--- src/rtl/mmul_pkg.sv ---
// mmul_pkg: shared constants and types for the shared-multiplier sequencer.
//   MMUL_OP_W    : Q8.8 operand width ([15:8] integer, [7:0] fraction)
//   MMUL_RES_W   : Q16.16 product width
//   MMUL_TIMEOUT : default number of RUN cycles before an operation is aborted
//   state_e      : sequencer state encoding (IDLE/CLR/RUN/DONE)
package mmul_pkg;

  localparam int MMUL_OP_W    = 32'd16;
  localparam int MMUL_RES_W   = 32'd32;
  localparam int MMUL_TIMEOUT = 32'd64;

  localparam logic [1:0] ST_IDLE = 2'd0;
  localparam logic [1:0] ST_CLR  = 2'd1;
  localparam logic [1:0] ST_RUN  = 2'd2;
  localparam logic [1:0] ST_DONE = 2'd3;

  typedef enum logic [1:0] {
    IDLE = ST_IDLE,
    CLR  = ST_CLR,
    RUN  = ST_RUN,
    DONE = ST_DONE
  } state_e;

endpackage

--- src/rtl/rr_arb2.sv ---
// rr_arb2: combinational two-way round-robin picker.
//   req  : request vector, bit N from requester N
//   last : index of the requester granted most recently
//   gnt  : one-hot grant (all zero when nobody requests)
// A lone requester always wins; under contention the requester that was not
// granted last wins.
module rr_arb2 (
  input  logic [1:0] req,
  input  logic       last,
  output logic [1:0] gnt
);

  // Grant selection from the request pattern and the last-grant pointer.
  always_comb begin
    gnt = 2'b00;
    case (req)
      2'b01:   gnt = 2'b01;
      2'b10:   gnt = 2'b10;
      2'b11:   gnt = last ? 2'b01 : 2'b10;
      default: gnt = 2'b00;
    endcase
  end

endmodule

--- src/rtl/mul_share_ctrl.sv ---
// mul_share_ctrl: shares one bmul Q8.8 x Q8.8 -> Q16.16 multiplier between two
// requesters. Arbitrates round-robin, owns the multiplier rst/in_rdy handshake,
// returns the product to the winner and aborts a hung multiplier after TIMEOUT
// RUN cycles.
//   clk, rst              : clock (rising edge), asynchronous active-high reset
//   reqN, op_aN, op_bN    : requester N request and operands (held until ackN)
//   ackN                  : one-cycle pulse, requester N operands captured
//   doneN                 : one-cycle pulse, res/err valid for requester N
//   res, err              : last product (held until next done), timeout flag
//   busy                  : high in every state except IDLE
//   m_rst, m_a, m_b,
//   m_in_rdy              : drive the multiplier
//   m_res, m_res_rdy      : multiplier result and result-ready
// Every output comes straight from a flop, so each *_d value below is what the
// output shows during the state being entered.
module mul_share_ctrl
  import mmul_pkg::*;
#(
  parameter int OP_W    = MMUL_OP_W,
  parameter int RES_W   = MMUL_RES_W,
  parameter int TIMEOUT = MMUL_TIMEOUT
) (
  input  logic             clk,
  input  logic             rst,
  input  logic             req0,
  input  logic [OP_W-1:0]  op_a0,
  input  logic [OP_W-1:0]  op_b0,
  output logic             ack0,
  output logic             done0,
  input  logic             req1,
  input  logic [OP_W-1:0]  op_a1,
  input  logic [OP_W-1:0]  op_b1,
  output logic             ack1,
  output logic             done1,
  output logic [RES_W-1:0] res,
  output logic             err,
  output logic             busy,
  output logic             m_rst,
  output logic [OP_W-1:0]  m_a,
  output logic [OP_W-1:0]  m_b,
  output logic             m_in_rdy,
  input  logic [RES_W-1:0] m_res,
  input  logic             m_res_rdy
);

  localparam int CNT_W = (TIMEOUT > 2) ? $clog2(TIMEOUT) : 1;
  localparam logic [CNT_W-1:0] CNT_LAST = CNT_W'(TIMEOUT - 1);

  state_e             state_q, state_d;
  logic               ptr_q, ptr_d;       // last granted requester
  logic               win_q, win_d;       // requester being served
  logic [CNT_W-1:0]   cnt_q, cnt_d;       // RUN cycles elapsed
  logic               ack0_q, ack0_d;
  logic               ack1_q, ack1_d;
  logic               done0_q, done0_d;
  logic               done1_q, done1_d;
  logic               err_q, err_d;
  logic               busy_q, busy_d;
  logic [RES_W-1:0]   res_q, res_d;
  logic [OP_W-1:0]    m_a_q, m_a_d;
  logic [OP_W-1:0]    m_b_q, m_b_d;
  logic               m_in_rdy_q, m_in_rdy_d;
  logic               m_rst_q, m_rst_d;
  logic [1:0]         gnt_s;

  rr_arb2 u_arb (
    .req  ({req1, req0}),
    .last (ptr_q),
    .gnt  (gnt_s)
  );

  // Next-state and next-output logic for the IDLE/CLR/RUN/DONE sequencer.
  always_comb begin
    state_d    = state_q;
    ptr_d      = ptr_q;
    win_d      = win_q;
    cnt_d      = cnt_q;
    ack0_d     = 1'b0;
    ack1_d     = 1'b0;
    done0_d    = 1'b0;
    done1_d    = 1'b0;
    err_d      = err_q;
    busy_d     = busy_q;
    res_d      = res_q;
    m_a_d      = m_a_q;
    m_b_d      = m_b_q;
    m_in_rdy_d = 1'b0;
    m_rst_d    = 1'b0;
    case (state_q)
      IDLE: begin
        err_d = 1'b0;
        if (gnt_s != 2'b00) begin
          win_d   = gnt_s[1];
          m_a_d   = gnt_s[1] ? op_a1 : op_a0;
          m_b_d   = gnt_s[1] ? op_b1 : op_b0;
          ack0_d  = gnt_s[0];
          ack1_d  = gnt_s[1];
          // Pulse the multiplier reset to clear any stale res_rdy.
          m_rst_d = 1'b1;
          busy_d  = 1'b1;
          cnt_d   = '0;
          state_d = CLR;
        end else begin
          busy_d  = 1'b0;
          state_d = IDLE;
        end
      end
      CLR: begin
        m_in_rdy_d = 1'b1;
        cnt_d      = '0;
        state_d    = RUN;
      end
      RUN: begin
        if (m_res_rdy) begin
          res_d   = m_res;
          err_d   = 1'b0;
          done0_d = ~win_q;
          done1_d = win_q;
          state_d = DONE;
        end else if (cnt_q == CNT_LAST) begin
          // Watchdog expired: report an error and hold the multiplier in reset.
          res_d   = '0;
          err_d   = 1'b1;
          done0_d = ~win_q;
          done1_d = win_q;
          m_rst_d = 1'b1;
          state_d = DONE;
        end else begin
          cnt_d      = cnt_q + CNT_W'(1);
          m_in_rdy_d = 1'b1;
          state_d    = RUN;
        end
      end
      DONE: begin
        ptr_d   = win_q;
        busy_d  = 1'b0;
        err_d   = 1'b0;
        state_d = IDLE;
      end
      default: begin
        busy_d  = 1'b0;
        err_d   = 1'b0;
        state_d = IDLE;
      end
    endcase
  end

  // State and registered-output flops; reset leaves requester 0 with priority.
  always_ff @(posedge clk or posedge rst) begin
    if (rst) begin
      state_q    <= IDLE;
      ptr_q      <= 1'b1;
      win_q      <= 1'b0;
      cnt_q      <= '0;
      ack0_q     <= 1'b0;
      ack1_q     <= 1'b0;
      done0_q    <= 1'b0;
      done1_q    <= 1'b0;
      err_q      <= 1'b0;
      busy_q     <= 1'b0;
      res_q      <= '0;
      m_a_q      <= '0;
      m_b_q      <= '0;
      m_in_rdy_q <= 1'b0;
      m_rst_q    <= 1'b1;
    end else begin
      state_q    <= state_d;
      ptr_q      <= ptr_d;
      win_q      <= win_d;
      cnt_q      <= cnt_d;
      ack0_q     <= ack0_d;
      ack1_q     <= ack1_d;
      done0_q    <= done0_d;
      done1_q    <= done1_d;
      err_q      <= err_d;
      busy_q     <= busy_d;
      res_q      <= res_d;
      m_a_q      <= m_a_d;
      m_b_q      <= m_b_d;
      m_in_rdy_q <= m_in_rdy_d;
      m_rst_q    <= m_rst_d;
    end
  end

  assign ack0     = ack0_q;
  assign ack1     = ack1_q;
  assign done0    = done0_q;
  assign done1    = done1_q;
  assign err      = err_q;
  assign busy     = busy_q;
  assign res      = res_q;
  assign m_a      = m_a_q;
  assign m_b      = m_b_q;
  assign m_in_rdy = m_in_rdy_q;
  assign m_rst    = m_rst_q;

endmodule

--- config.mk ---
export PLATFORM = sky130hd
export DESIGN_NAME = mul_share_ctrl
export DESIGN_NICKNAME = d
export VERILOG_FILES = /design/src/rtl/mmul_pkg.sv /design/src/rtl/rr_arb2.sv /design/src/rtl/mul_share_ctrl.sv
export SDC_FILE = /design/constraint.sdc
export NUM_CORES = 1
export LEC_CHECK = 0
export CAP_MARGIN = 20
export CELL_PAD_IN_SITES_DETAIL_PLACEMENT = 1
export CELL_PAD_IN_SITES_GLOBAL_PLACEMENT = 2
export CORE_MARGIN = 2
export CORE_UTILIZATION = 21
export DETAILED_ROUTE_END_ITERATION = 8
export PLACE_DENSITY_LB_ADDON = 0.1
export SYNTH_ARGS = -nofsm -noshare
export SYNTH_HDL_FRONTEND = slang
export SYNTH_HIERARCHICAL = 1
export SYNTH_SLANG_ARGS = --single-unit
export TNS_END_PERCENT = 20
--- constraint.sdc ---
create_clock -name clk -period 2.7 [get_ports clk]
set_input_delay 0.54 -clock clk [delete_from_list [all_inputs] [get_ports clk]]
set_output_delay 0.54 -clock clk [all_outputs]
set_load 0.03 [all_outputs]
==> metrics.csv <==
metric,value,unit
status,"finished, final reports clean",
GR Util All Layers,12.5,%
worst slack at placement,0.272,ns
TritonRoute pass-1 iters,4,
placed instance area,5640,µm²
final instance area,5970,µm²
Max Clock Freq,0.477,GHz
post-DP HPWL,8.15,mm
RR Startpoint,ptr_q$_DFFE_PP1P_,
Final period util,77.6,%
WL met1,4.58,mm
Commonest cells post-synth,"nand2_1, dfrtp_1, o21ai_0, mux2i_1, buf_2",
core region area,17200,µm²
Total Power,6.79,mW
cell family with the largest share of critical-path delay,buffers and inverters,
most frequent cell after synthesis,nand2_1,
GP Congestion,0.716,
CP Max Fanout,1,
Top Metal Used,met4,
"slowest stage cell, crit path",clkdlybuf4s50_1,
global-route wire length before repair,17.9,mm
CP Class,reg -> out,
Synth top area share,54.7,%
crit end category,primary output,
Mapped Cells,362,
Wirelength per Cell,14.8,µm
Final Hold Violating Endpoints,0,
worst relative slew slack,68.6,%
Syn Nets,469,
clock sinks,82,
vias in the first global route,3426,
CP startpoint kind,register,
CP Depth,1,
Max stage delay on crit path,0.70,ns
Final Critical Period,2.10,ns
data required time of the worst path,2.16,ns
"EDFF count, synth",0,
Ys Warns,6,
initial antenna violation count,0,
worst-skew pair later-pin latency,0.34,ns
H-tree Lvls,3,
Hold Path Class,reg -> reg,
CTS tree,built,
"top cells by area, synth","dfrtp_1, nand2_1, mux2i_1",
"FFs w/ async S/R, synth",100,%
leak pwr,2.55,nW
Most used DFF post-synth,dfrtp_1,
DRT Wirelength,11.2,mm
Worst Path Arrival,1.56,ns
# rows,48,
"area leader, netlist",dfrtp_1,
wire length on met3,1.22,mm
CTS Buf Count,9,
Critical Path Sink,m_rst,
worst r2r path cells,6,
buffer depth of the longest clock path,2,
largest net degree at the start of global routing,83,
Initial Utilization,21.3,%
Root Driver,clkbuf_16,
crit path buf inv count,1,
Synth Area per Inst,10.1,µm²
Final Skew,0.00767,ns
RSZ-0062 raised after global routing,no,
DRC viols,0,
via count,3204,
"CTS clk-pin slew, worst paths",0.06,ns
number of setup buffers added after CTS,0,
Port Buf Inserts,172,
die area,18500,µm²
# nets final,638,
drt initial violations,88,
R2R Setup Slk,0.78,ns
global route overflow,0,
"Seq/Total Area, Yosys",56.1,%
Hold WS,0.472,ns
power per cell area,1140,nW/µm²
# hold bufs at CTS,0,
Die Wd,136,µm
Reg-to-Reg End,cnt_q[0]$_DFFE_PP0P_,
CP Launch Point,m_rst$_DFF_PP1_,
max cap viols,0,
"flops & latches, synth",82,
Final ANT Viol Nets,0,
# IOs,173,
synthesized cell area,3660,µm²
setup TNS,0,ns
Slew @ Worst Pin,0.471,ns
"Distinct cells, synth",36,
Layout Area Growth over Synthesis,63.2,%
die height,136,µm
Ant. Diodes,0,
vias per std cell,4.21,
Final Max Slew Viols,0,
Final setup viols,0,
peak supply drop,0.345,mV
worst hold path depth,1,
CTS resizes,0,
metal2 WL,5.25,mm
worst-path cell chain,clkdlybuf4s50_1,
share of layout cells above drive strength 1,8.02,%
fin worst setup slack,0.605,ns
## cell type report
class / instances / area [µm²]
clock buffers: 12 / 256
well taps: 225 / 282
fillers: 1927 / 11200
multi-input cells: 248 / 1450
flip-flops and latches: 82 / 2050
clock inverters: 4 / 73.8
inverters: 9 / 35.0
repair buffers: 181 / 1830
## logic make-up (layout without fill, tap and decap cells)
| kind of cell | after synthesis | after routing | share of synthesized area [%] |
|---|---|---|---|
| buffers and inverters | 32 | 206 | 4.99 |
| DFF | 82 | 82 | 56.1 |
| AOI/OAI and AO/OA | 88 | 88 | 14.1 |
| adders and majority gates | 6 | 6 | 2.05 |
| muxes | 34 | 34 | 9.37 |
| and+or+nand+nor | 120 | 120 | 13.3 |
## worst min path at each step
stage | startpoint | to
after floorplan | win_q$_DFFE_PP0P_ | done0$_DFF_PP0_
after global placement | m_a[11]$_DFFE_PP0P_ | m_a[11]$_DFFE_PP0P_
after detailed placement | win_q$_DFFE_PP0P_ | done0$_DFF_PP0_
after CTS | win_q$_DFFE_PP0P_ | done0$_DFF_PP0_
after global routing | win_q$_DFFE_PP0P_ | done0$_DFF_PP0_
final | win_q$_DFFE_PP0P_ | done0$_DFF_PP0_
## sequential cells by signal (all words and copies together) (netlist names)
name and count:
res 32, m_a 16, m_b 16, cnt_q 6, state_q 2, ack0 1, ack1 1, busy 1
done0 1, done1 1, err 1, m_in_rdy 1, m_rst 1, ptr_q 1, win_q 1
## where the power goes
part	total, mW	switching (mW)	leakage (nW)	internal, mW
Combinational	3.38	2.00	1.36	1.38
Clock	1.35	0.493	0.163	0.861
Sequential	2.05	0.281	1.03	1.77
## cell usage in the layout (no fill, tap or decap), types with 3 or more instances in the layout
cell type / Yosys / layout
a21oi_1: 7 / 7
a31oi_1: 3 / 3
and2_1: 3 / 3
buf_12: 1 / 3
buf_4: 0 / 6
clkbuf_16: 0 / 9
clkdlybuf4s50_1: 0 / 172
dfrtp_1: 80 / 80
ha_1: 6 / 6
inv_1: 9 / 8
mux2i_1: 32 / 32
nand2_1: 101 / 101
nand3_1: 3 / 3
nor2_1: 5 / 5
o21ai_0: 57 / 56
o21ai_2: 8 / 8
o31ai_1: 3 / 3
## per-stage QoR
step                      instances  utilization (%)
after floorplan                 362                -
after global placement          745             32.9
after detailed placement        745             32.9
after CTS                       761             34.8
after global routing            761             34.8
final                           761             34.8
## per-layer routing
| metal | global-route usage, % | vias up |
|---|---|---|
| met5 | 0 | - |
| met4 | 4.40 | 0 |
| met3 | 6.19 | 10 |
| met2 | 20.6 | 113 |
| met1 | 14.1 | 1527 |
| li1 | - | 1554 |
Note: power is estimated with default switching activity, not from simulation.
